$ cat src/rtl/rx_fe_pkg.sv
// Shared helpers for rx_adc_frontend: floor shift, signed saturation, constant clog2, DC-block constants.
package rx_fe_pkg;

  localparam int DC_SHIFT = 8;
  localparam int DC_FRAC  = 8;

  function automatic int clog2c(input int v);
    int r;
    r = 0;
    while ((1 << r) < v) r++;
    return r;
  endfunction

  // Negative amounts become a left shift so gain settings beyond the width margin stay defined.
  function automatic logic signed [31:0] shr_floor(input logic signed [31:0] x, input int amt);
    if (amt >= 0) return x >>> amt;
    return x <<< (-amt);
  endfunction

  function automatic logic signed [31:0] sat_signed(input logic signed [31:0] x, input int w);
    logic signed [31:0] hi;
    logic signed [31:0] lo;
    hi = (32'sd1 <<< (w - 1)) - 32'sd1;
    lo = -(32'sd1 <<< (w - 1));
    if (x > hi) return hi;
    if (x < lo) return lo;
    return x;
  endfunction

endpackage

$ cat src/rtl/rx_fe_fifo.sv
// Synchronous symbol FIFO; a write while full is accepted only together with a read.
// Head data reads as zero while empty.
module rx_fe_fifo
  import rx_fe_pkg::*;
#(
  parameter int W     = 24,
  parameter int DEPTH = 16
) (
  input  logic         clk,
  input  logic         rst,
  input  logic         wr_en,
  input  logic [W-1:0] wr_data,
  input  logic         rd_en,
  output logic [W-1:0] rd_data,
  output logic         full,
  output logic         empty
);

  localparam int AW = clog2c(DEPTH);

  logic [W-1:0]  mem [DEPTH];
  logic [AW-1:0] wr_ptr;
  logic [AW-1:0] rd_ptr;
  logic [AW:0]   count;
  logic          rd_ok;
  logic          wr_ok;

  assign full    = (count == (AW+1)'(DEPTH));
  assign empty   = (count == '0);
  assign rd_ok   = rd_en && !empty;
  assign wr_ok   = wr_en && (!full || rd_ok);
  assign rd_data = empty ? '0 : mem[rd_ptr];

  always_ff @(posedge clk) begin
    if (wr_ok) mem[wr_ptr] <= wr_data;
  end

  always_ff @(posedge clk) begin
    if (rst) begin
      wr_ptr <= '0;
      rd_ptr <= '0;
      count  <= '0;
    end else begin
      if (wr_ok) wr_ptr <= wr_ptr + AW'(1);
      if (rd_ok) rd_ptr <= rd_ptr + AW'(1);
      case ({wr_ok, rd_ok})
        2'b10:   count <= count + (AW+1)'(1);
        2'b01:   count <= count - (AW+1)'(1);
        default: count <= count;
      endcase
    end
  end

endmodule

$ cat src/rtl/rx_adc_frontend.sv
// Per-channel scale/saturate, moving average, symbol decimation and output FIFO; in_valid to out_valid 3 cycles.
// valid/ready output, full FIFO drops pushes and flags overflow; RX_FE_DC_BLOCK_EN adds a DC-removal stage (+1 cycle).
module rx_adc_frontend
  import rx_fe_pkg::*;
#(
  parameter int NCH        = 2,
  parameter int IN_W       = 14,
  parameter int OUT_W      = 12,
  parameter int AVG_LOG2   = 2,
  parameter int SPS        = 8,
  parameter int FIFO_DEPTH = 16
) (
  input  logic                     clk,
  input  logic                     rst,
  input  logic                     in_valid,
  input  logic [NCH*IN_W-1:0]      in_data,
  input  logic                     enable,
  input  logic [1:0]               shift,
  input  logic [clog2c(SPS)-1:0]   phase,
  output logic                     out_valid,
  input  logic                     out_ready,
  output logic [NCH*OUT_W-1:0]     out_data,
  output logic [15:0]              out_symcnt,
  output logic [NCH-1:0]           sat_flag,
  output logic                     overflow
);

  localparam int PH_W  = clog2c(SPS);
  localparam int SH0   = IN_W - OUT_W;
  localparam int SUM_W = OUT_W + AVG_LOG2;
  localparam int HIST  = 1 << AVG_LOG2;
  localparam int DW    = NCH * OUT_W;

  logic           s_vld;
  logic           y_vld;
  logic           f_vld;
  logic [DW-1:0]  f_dat;
  logic [NCH-1:0] sat_now;

  always_ff @(posedge clk) begin
    if (rst)         s_vld <= 1'b0;
    else if (enable) s_vld <= in_valid;
  end

`ifdef RX_FE_DC_BLOCK_EN
  logic d_vld;

  always_ff @(posedge clk) begin
    if (rst)         d_vld <= 1'b0;
    else if (enable) d_vld <= s_vld;
  end
  assign y_vld = d_vld;
`else
  assign y_vld = s_vld;
`endif

  if (AVG_LOG2 > 0) begin : g_fvld
    always_ff @(posedge clk) begin
      if (rst)         f_vld <= 1'b0;
      else if (enable) f_vld <= y_vld;
    end
  end else begin : g_fvld_byp
    assign f_vld = y_vld;
  end

  for (genvar ch = 0; ch < NCH; ch++) begin : g_ch
    logic signed [IN_W-1:0]  x;
    logic signed [31:0]      s_wide;
    logic signed [31:0]      s_clip;
    logic signed [OUT_W-1:0] s_q;
    logic signed [OUT_W-1:0] y;
    logic                    s_sat;
    logic                    y_sat;

    assign x      = in_data[ch*IN_W +: IN_W];
    assign s_wide = shr_floor(32'(x), SH0 - int'(shift));
    assign s_clip = sat_signed(s_wide, OUT_W);
    assign s_sat  = enable && in_valid && (s_wide != s_clip);

    always_ff @(posedge clk) begin
      if (rst)                     s_q <= '0;
      else if (enable && in_valid) s_q <= s_clip[OUT_W-1:0];
    end

`ifdef RX_FE_DC_BLOCK_EN
    // dc_acc carries DC_FRAC fractional bits; headroom covers the full signed sample range.
    localparam int ACC_W = OUT_W + DC_FRAC + 2;

    logic signed [ACC_W-1:0] dc_acc;
    logic signed [31:0]      dc_int;
    logic signed [31:0]      dc_step;
    logic signed [31:0]      d_wide;
    logic signed [31:0]      d_clip;
    logic signed [OUT_W-1:0] d_q;

    assign dc_int  = 32'(dc_acc >>> DC_FRAC);
    assign dc_step = ((32'(s_q) <<< DC_FRAC) - 32'(dc_acc)) >>> DC_SHIFT;
    assign d_wide  = 32'(s_q) - dc_int;
    assign d_clip  = sat_signed(d_wide, OUT_W);
    assign y_sat   = enable && s_vld && (d_wide != d_clip);
    assign y       = d_q;

    always_ff @(posedge clk) begin
      if (rst) begin
        dc_acc <= '0;
        d_q    <= '0;
      end else if (enable && s_vld) begin
        dc_acc <= dc_acc + ACC_W'(dc_step);
        d_q    <= d_clip[OUT_W-1:0];
      end
    end
`else
    assign y_sat = 1'b0;
    assign y     = s_q;
`endif

    assign sat_now[ch] = s_sat | y_sat;

    if (AVG_LOG2 > 0) begin : g_avg
      logic signed [OUT_W-1:0] hist [HIST];
      logic signed [SUM_W-1:0] sum;

      // Running sum over the last HIST samples: add newest, drop the one leaving the window.
      always_ff @(posedge clk) begin
        if (rst) begin
          sum <= '0;
          for (int i = 0; i < HIST; i++) hist[i] <= '0;
        end else if (enable && y_vld) begin
          sum     <= sum + SUM_W'(y) - SUM_W'(hist[HIST-1]);
          hist[0] <= y;
          for (int i = 1; i < HIST; i++) hist[i] <= hist[i-1];
        end
      end

      assign f_dat[ch*OUT_W +: OUT_W] = OUT_W'(sum >>> AVG_LOG2);
    end else begin : g_byp
      assign f_dat[ch*OUT_W +: OUT_W] = y;
    end
  end

  logic [PH_W-1:0] cnt;
  logic [PH_W-1:0] ph_q;
  logic            push;
  logic            push_ok;
  logic            pop;
  logic            full;
  logic            empty;

  assign push    = enable && f_vld && (cnt == ph_q);
  assign pop     = out_valid && out_ready;
  assign push_ok = push && (!full || pop);

  // Phase changes only take effect at a symbol boundary so a window is never sampled twice or skipped.
  always_ff @(posedge clk) begin
    if (rst) begin
      cnt  <= '0;
      ph_q <= '0;
    end else if (enable && f_vld) begin
      if (cnt == PH_W'(SPS - 1)) begin
        cnt  <= '0;
        ph_q <= phase;
      end else begin
        cnt <= cnt + PH_W'(1);
      end
    end
  end

  rx_fe_fifo #(
    .W     (DW),
    .DEPTH (FIFO_DEPTH)
  ) u_fifo (
    .clk     (clk),
    .rst     (rst),
    .wr_en   (push),
    .wr_data (f_dat),
    .rd_en   (pop),
    .rd_data (out_data),
    .full    (full),
    .empty   (empty)
  );

  assign out_valid = !empty;

  always_ff @(posedge clk) begin
    if (rst) begin
      out_symcnt <= '0;
      sat_flag   <= '0;
      overflow   <= 1'b0;
    end else begin
      if (push_ok)          out_symcnt <= out_symcnt + 16'd1;
      if (push && !push_ok) overflow   <= 1'b1;
      sat_flag <= sat_flag | sat_now;
    end
  end

endmodule

$ cat config.mk
export PLATFORM = sky130hd
export DESIGN_NAME = rx_adc_frontend
export DESIGN_NICKNAME = d
export VERILOG_FILES = /design/src/rtl/rx_fe_pkg.sv /design/src/rtl/rx_fe_fifo.sv /design/src/rtl/rx_adc_frontend.sv
export SDC_FILE = /design/constraint.sdc
export NUM_CORES = 1
export LEC_CHECK = 0
export BUFFER_PORTS_ARGS = -buffer_cell sky130_fd_sc_hd__buf_2
export CELL_PAD_IN_SITES_DETAIL_PLACEMENT = 0
export CELL_PAD_IN_SITES_GLOBAL_PLACEMENT = 1
export CORE_UTILIZATION = 54
export CTS_CLUSTER_SIZE = 40
export DETAILED_ROUTE_END_ITERATION = 10
export GPL_TIMING_DRIVEN = 0
export PLACE_DENSITY_LB_ADDON = 0.1
export SYNTH_ARGS = -nofsm -noshare
export SYNTH_HDL_FRONTEND = slang
export SYNTH_HIERARCHICAL = 1
export SYNTH_SLANG_ARGS = --single-unit
$ cat constraint.sdc
create_clock -name clk -period 13.3 [get_ports clk]
set_clock_uncertainty 0.1 [all_clocks]
set_input_delay 3.99 -clock clk [delete_from_list [all_inputs] [get_ports clk]]
set_output_delay 3.99 -clock clk [all_outputs]
set_load 0.05 [all_outputs]
==> Word-level counts from Yosys, hierarchy flattened <==
Memory sizes are Yosys's and may differ from the RTL's. A register that Yosys moved wholly into a read port is not among the register bits.
Cells that the tools add are included.
{ "totals": {"inputBits": 38, "out_inout_bits": 44, "wordCells": 112, "n_memories": 3, "ramBits": 480, "ff_bits": 92} }
{ "classes": {"magnitude_cmp": 5, "n_eq_ne": 7, "n_shift": 4, "n_bitwise": 9, "reduce_logical": 19, "addsub": 12, "n_mux": 39} }
{ "mem_list": {"columns": ["memory", "depth", "width", "read_ports", "rd_clocked_by_memory_dff", "write_ports", "line", "rtl"], "rows": [
  ["u_fifo.mem", 16, 24, 1, 1, 1, "rx_fe_fifo.sv:21", "logic [W-1:0] mem [DEPTH];"],
  ["g_ch[0].g_avg.hist", 4, 12, 4, 0, 4, "rx_adc_frontend.sv:120", "logic signed [OUT_W-1:0] hist [HIST];"],
  ["g_ch[1].g_avg.hist", 4, 12, 4, 0, 4, "rx_adc_frontend.sv:120", null]
]} }
{ "op_table": {"columns": ["operator", "n"], "rows": [
  ["32-bit two-way mux", 12],
  ["12-bit two-way mux", 8],
  ["32-bit by 12-bit greater-than comparator with 1-bit output (second input constant)", 2],
  ["32-bit by 12-bit less-than comparator with 1-bit output (second input constant)", 2],
  ["32-bit != test", 2],
  ["14-bit by 32-bit <<< shifter with 32-bit output", 2],
  ["14-bit by 32-bit >>> shifter with 32-bit output", 2],
  ["3-bit negation with 32-bit output", 1],
  ["14-bit by 12-bit adder with 14-bit output", 2],
  ["14-bit by 12-bit subtractor with 14-bit output", 2],
  ["24-bit two-way mux", 1],
  ["16-bit by 1-bit adder with 16-bit output (second input constant)", 1],
  ["1-bit two-way mux", 14],
  ["1-bit logical AND", 11],
  ["5-bit one-hot mux with 2 select lines", 1],
  ["4-bit by 1-bit adder with 4-bit output (second input constant)", 2],
  ["4-bit two-way mux", 2],
  ["1-bit bitwise OR", 8],
  ["5-bit by 1-bit adder with 5-bit output (second input constant)", 1],
  ["5-bit == test (second input constant)", 1],
  ["5-bit zero test", 1],
  ["5-bit by 1-bit subtractor with 5-bit output (second input constant)", 1],
  ["3-bit by 1-bit adder with 3-bit output (second input constant)", 1],
  ["3-bit == test", 1],
  ["11 further kinds", 14]
]} }

==> Longest topological paths before layout <==
{ "depth": {"ltp_word": 12, "mapped_depth": 17} }

==> By module <==
Netlist, hierarchy kept.
{ "modules_own_cells": {"columns": ["module", "instances", "cells_per_inst", "seq_area_each_um2", "area_each_um2"], "rows": [
  ["rx_fe_fifo", 1, 719, 11871.4, 15675.0],
  ["rx_adc_frontend", 1, 1097, 4464.3, 10388.7]
]} }

==> Worst setup path after synthesis <==
Ideal clock, no wire load.
{ "synth_path": {"path_type": "input to register", "startpoint": "input enable", "endpoint": "memory u_fifo.mem[2][0], enable pin", "cell_stages": 6, "setup_slack_ps": 5342, "arrival_ps": 7392, "t_required_ps": 12734, "cell_sequence": "buf_2 > nand2_1 > nor4_2 > clkbuf_1 > o21ai_4 > nor4_1"} }
{ "synth_via": {"elab_chain_len": 5} }
{ "synth_lines": {"columns": ["item", "line", "rtl"], "rows": [
  ["start: declaration", "rx_adc_frontend.sv:17", "input logic enable,"],
  ["1-bit logical AND (2 in series)", "rx_adc_frontend.sv:149", "assign push = enable && f_vld && (cnt == ph_q);"],
  ["via push", "rx_adc_frontend.sv:143", "logic push;"],
  ["1-bit logical AND", "rx_fe_fifo.sv:31", "assign wr_ok = wr_en && (!full || rd_ok);"],
  ["1-bit two-way mux", "rx_fe_fifo.sv:35", "if (wr_ok) mem[wr_ptr] <= wr_data;"],
  ["1-bit two-way mux (implied by the code)", "rx_fe_fifo.sv:35", null],
  ["end: declaration", "rx_fe_fifo.sv:21", null]
]} }
The timed path passes the listed nets, and every way through them passes these cells.

==> results_tabular.tex <==
\begin{tabular}{lr}
\hline
Metric & Value \\
\hline
\multicolumn{2}{l}{\textbf{Synth}} \\
Area contributors post-synth & sky130\_fd\_sc\_hd\_\_edfxtp\_1, sky130\_fd\_sc\_hd\_\_mux4\_2, sky130\_fd\_sc\_hd\_\_dfxtp\_1 \\
Most used flip-flop cell after synthesis & sky130\_fd\_sc\_hd\_\_edfxtp\_1 \\
Total nets after synthesis & 1929 \\
Synth Register Bits & 576 \\
Post-synthesis instance total & 1816 \\
Share of the yosys chip area belonging to registers & 62.7\% \\
Yosys warning total & 6 \\
Yosys top cell area share & 55.3\% \\
Fraction of registers with async set or reset after synthesis & 0\% \\
Largest area contributor in the netlist & sky130\_fd\_sc\_hd\_\_edfxtp\_1 \\
Number of enable flip-flop cells after synthesis & 480 \\
Number of distinct library cells after synthesis & 83 \\
Synthesized cell area & 0.0261 sq mm \\
Syn avg cell area & 14.4 sq um \\
\multicolumn{2}{l}{\textbf{Layout}} \\
Area Growth Syn to Fin & 12.9\% \\
Commonest cells after routing, fill and taps aside & sky130\_fd\_sc\_hd\_\_edfxtp\_1, sky130\_fd\_sc\_hd\_\_inv\_1, sky130\_fd\_sc\_hd\_\_buf\_2, sky130\_fd\_sc\_hd\_\_mux4\_2, sky130\_fd\_sc\_hd\_\_dfxtp\_1 \\
Final core utilization & 61.7\% \\
Area of the multi-input gates & 0.00882 sq mm \\
Area occupied by registers & 0.0163 sq mm \\
Final instance area & 0.0294 sq mm \\
Most common cell after layout, fill and taps aside & sky130\_fd\_sc\_hd\_\_edfxtp\_1 \\
Antenna Diode Count & 0 \\
Ratio of cells with drive above 1 in the final layout & 20.1\% \\
Final non-filler cell total & 2637 \\
Post-layout nets & 2088 \\
Count of filler cells inserted in the layout & 3669 \\
\multicolumn{2}{l}{\textbf{CTS}} \\
CTS hold repair buffers & 0 \\
Post-CTS setup buffers & 0 \\
TritonCTS clock tree & built \\
Clock latency on the worst-skew pair & 0.61 ns \\
Clock tree buffer depth & 3 \\
Num Clock Sinks & 576 \\
CTS buffer count & 56 \\
CTS resizes & 0 \\
H-tree levels & 2 \\
Clock root buffer & sky130\_fd\_sc\_hd\_\_clkbuf\_16 \\
Reg clk slew, reported paths & 0.07 ns \\
\multicolumn{2}{l}{\textbf{Timing}} \\
Post-route fraction of the period consumed by the critical path & 57.8\% \\
Worst hold margin & 0.356 ns \\
Final number of max-transition violations & 0 \\
Total negative slack for setup checks & 0 ns \\
Unrepaired setup endpoints after global routing & false \\
Final Hold Fails & 0 \\
Headroom to the max-slew limit & 36.2\% \\
Final setup violation count & 0 \\
Final min period & 7.69 ns \\
F\_max & 130 MHz \\
Worst Max-Slew Pin Slew & 0.956 ns \\
Post-layout worst setup margin & 5.61 ns \\
\multicolumn{2}{l}{\textbf{Die}} \\
Effective utilization at floorplan & 54.7\% \\
Area of the die & 0.0491 sq mm \\
I/O pin count & 82 \\
Placement row count & 80 \\
Die W & 222 um \\
Core footprint & 0.0476 sq mm \\
Vertical die dimension & 222 um \\
\multicolumn{2}{l}{\textbf{Detailed routing}} \\
Number of detailed-routing iterations run before antenna repair & 6 \\
Via density & 5.86 \\
Routed length per placed instance & 22.9 um \\
DRC violation total after the first TritonRoute iteration & 1278 \\
Wirelength, routed & 60300 um \\
Number of antenna-violating nets in the routed design & 0 \\
Routed via count & 15.5k \\
DR DRC count & 0 \\
\multicolumn{2}{l}{\textbf{Power}} \\
Post-route total power & 3.94 mW \\
Static Leakage & 10.4 nW \\
Max VDD drop & 0.000112 V \\
Pwr Density & 134 mW/mm\^{}2 \\
\multicolumn{2}{l}{\textbf{Worst setup path}} \\
Flop2flop setup slack & 9.50 ns \\
Data required, critical path & 9.21 ns \\
Nature of the critical path endpoint & output pin \\
Reg2reg end & u\_fifo/mem[15][6] \\
Worst r2r path cells & 10 \\
Beginning of the worst register-to-register path & u\_fifo/count[4] \\
Worst path arrival time & 3.60 ns \\
Setup CP Type & register to output pin \\
Type of origin of the critical path & register \\
Worst-path maximum fanout & 10 \\
\multicolumn{2}{l}{\textbf{Placement}} \\
Weighted congestion reported at the end of routability-driven placement & 0.858 \\
Pre-CTS setup slack & 5.42 ns \\
Count of port buffers added during placement & 80 \\
Cell area after placement & 0.0276 sq mm \\
Final HPWL from detailed placement & 41200 um \\
Count of placed standard cells including taps & 2532 \\
\multicolumn{2}{l}{\textbf{Global route}} \\
Gr busiest metal & met2 \\
Total congestion overflow after global routing & 0 \\
Met1 track demand over resource & 32.7\% \\
Vias in the first global route & 15.6k \\
GR Util All Layers & 24.9\% \\
Wire length of the first global-routing pass & 92400 um \\
Met2 routing resource usage after global routing & 44.2\% \\
Antenna violations before repair & 0 \\
Largest net degree at the start of global routing & 52 \\
Met3 capacity usage during global routing & 2.96\% \\
\multicolumn{2}{l}{\textbf{Hold path}} \\
Worst hold path depth & 2 \\
Worst Hold End & g\_ch[0].g\_avg.sum[0] \\
HP Class & register to register \\
Hold Startpoint & g\_ch[0].g\_avg.sum[0] \\
\multicolumn{2}{l}{\textbf{Flow run}} \\
Maximum Capacitance Violations & 0 \\
\multicolumn{2}{l}{\textbf{Outcome}} \\
Outcome & finished clean \\
\hline
\end{tabular}
layout make-up:
class / instances / share of cell area [%]
flip-flops and latches: 576 / 55.5
plain buffers: 96 / 1.70
clock inverters: 33 / 1.08
multi-input cells: 1018 / 30.0
repair buffers: 101 / 2.26
well taps: 615 / 2.62
inverters: 126 / 1.62
clock buffers: 72 / 5.21
routing by layer:
| layer | vias to the layer above | part of all wire [%] |
|---|---|---|
| li1 | 7142 | - |
| met1 | 7820 | 42 |
| met2 | 417 | 51 |
| met3 | 74 | 4.7 |
| met4 | 0 | 1.8 |
| met5 | - | 0 |
worst max-delay path by stage:
stage | start | slack, ns | end
floorplan | enable | 5.34 | u_fifo/mem[2][0]
global placement | enable | 2.27 | u_fifo/mem[1][6]
detailed placement | shift[0] | 5.42 | g_ch[1].s_q[0]
CTS | register | 5.57 | out_data[23]
global route | register | 5.51 | out_data[23]
finish | register | 5.61 | out_data[23]
sequential cells by signal (all words and copies together) (netlist names), named ones only:
name and count:
u_fifo/mem 384, g_ch.g_avg.hist 96, g_ch.g_avg.sum 28, g_ch.s_q 24, out_symcnt 16, u_fifo/count 5
u_fifo/rd_ptr 4, u_fifo/wr_ptr 4, cnt 3, ph_q 3, sat_flag 2, f_vld 1
overflow 1, s_vld 1
cells in the mapped netlist, drive strengths merged (5+ instances only):
| library cell | number |
|---|---|
| xnor2 | 15 |
| mux2i | 24 |
| ha | 48 |
| a31oi | 9 |
| nand4 | 5 |
| and2 | 91 |
| a211oi | 15 |
| o22ai | 6 |
| fa | 27 |
| mux4 | 99 |
| xor2 | 22 |
| nand3b | 7 |
| a21oi | 89 |
| inv | 126 |
| o21ai | 40 |
| nand2 | 91 |
| buf | 54 |
| edfxtp | 480 |
| o211ai | 9 |
| or4 | 5 |
| o21a | 20 |
| a21o | 10 |
| mux2 | 31 |
| a221oi | 11 |
| and3 | 19 |
| a221o | 27 |
| nor2b | 39 |
| or2 | 11 |
| nor4 | 9 |
| dfxtp | 96 |
| clkbuf | 42 |
| nor2 | 81 |
| nor3 | 48 |
| or3 | 7 |
| nand3 | 20 |
| nand2b | 31 |
cells by family after synthesis:
kind of cell    synth area share [%]
compound gates                  7.17
mux                             10.8
buf+inv                         3.73
flops                           62.7
simple gates                    9.88
xor+xnor                        1.34
fa+ha+maj                       4.38
worst max-delay path, cell delays in order (launching register included):
cell	delay [ns]
sky130_fd_sc_hd__dfxtp_1	0.48
sky130_fd_sc_hd__buf_2	0.38
sky130_fd_sc_hd__buf_2	0.43
sky130_fd_sc_hd__nand2_1	0.10
sky130_fd_sc_hd__a21oi_1	0.53
sky130_fd_sc_hd__buf_2	0.45
sky130_fd_sc_hd__a221o_1	0.32
sky130_fd_sc_hd__buf_2	0.30
report_power, final:
group | switching (mW) | leakage, nW | internal (mW) | total [mW]
registers | 0.0282 | 5.13 | 1.98 | 2.01
logic | 0.217 | 4.33 | 0.131 | 0.347
clock network | 0.670 | 0.920 | 0.914 | 1.58
total | 0.915 | 10.4 | 3.02 | 3.94
Power figures use the tool's default switching activity.
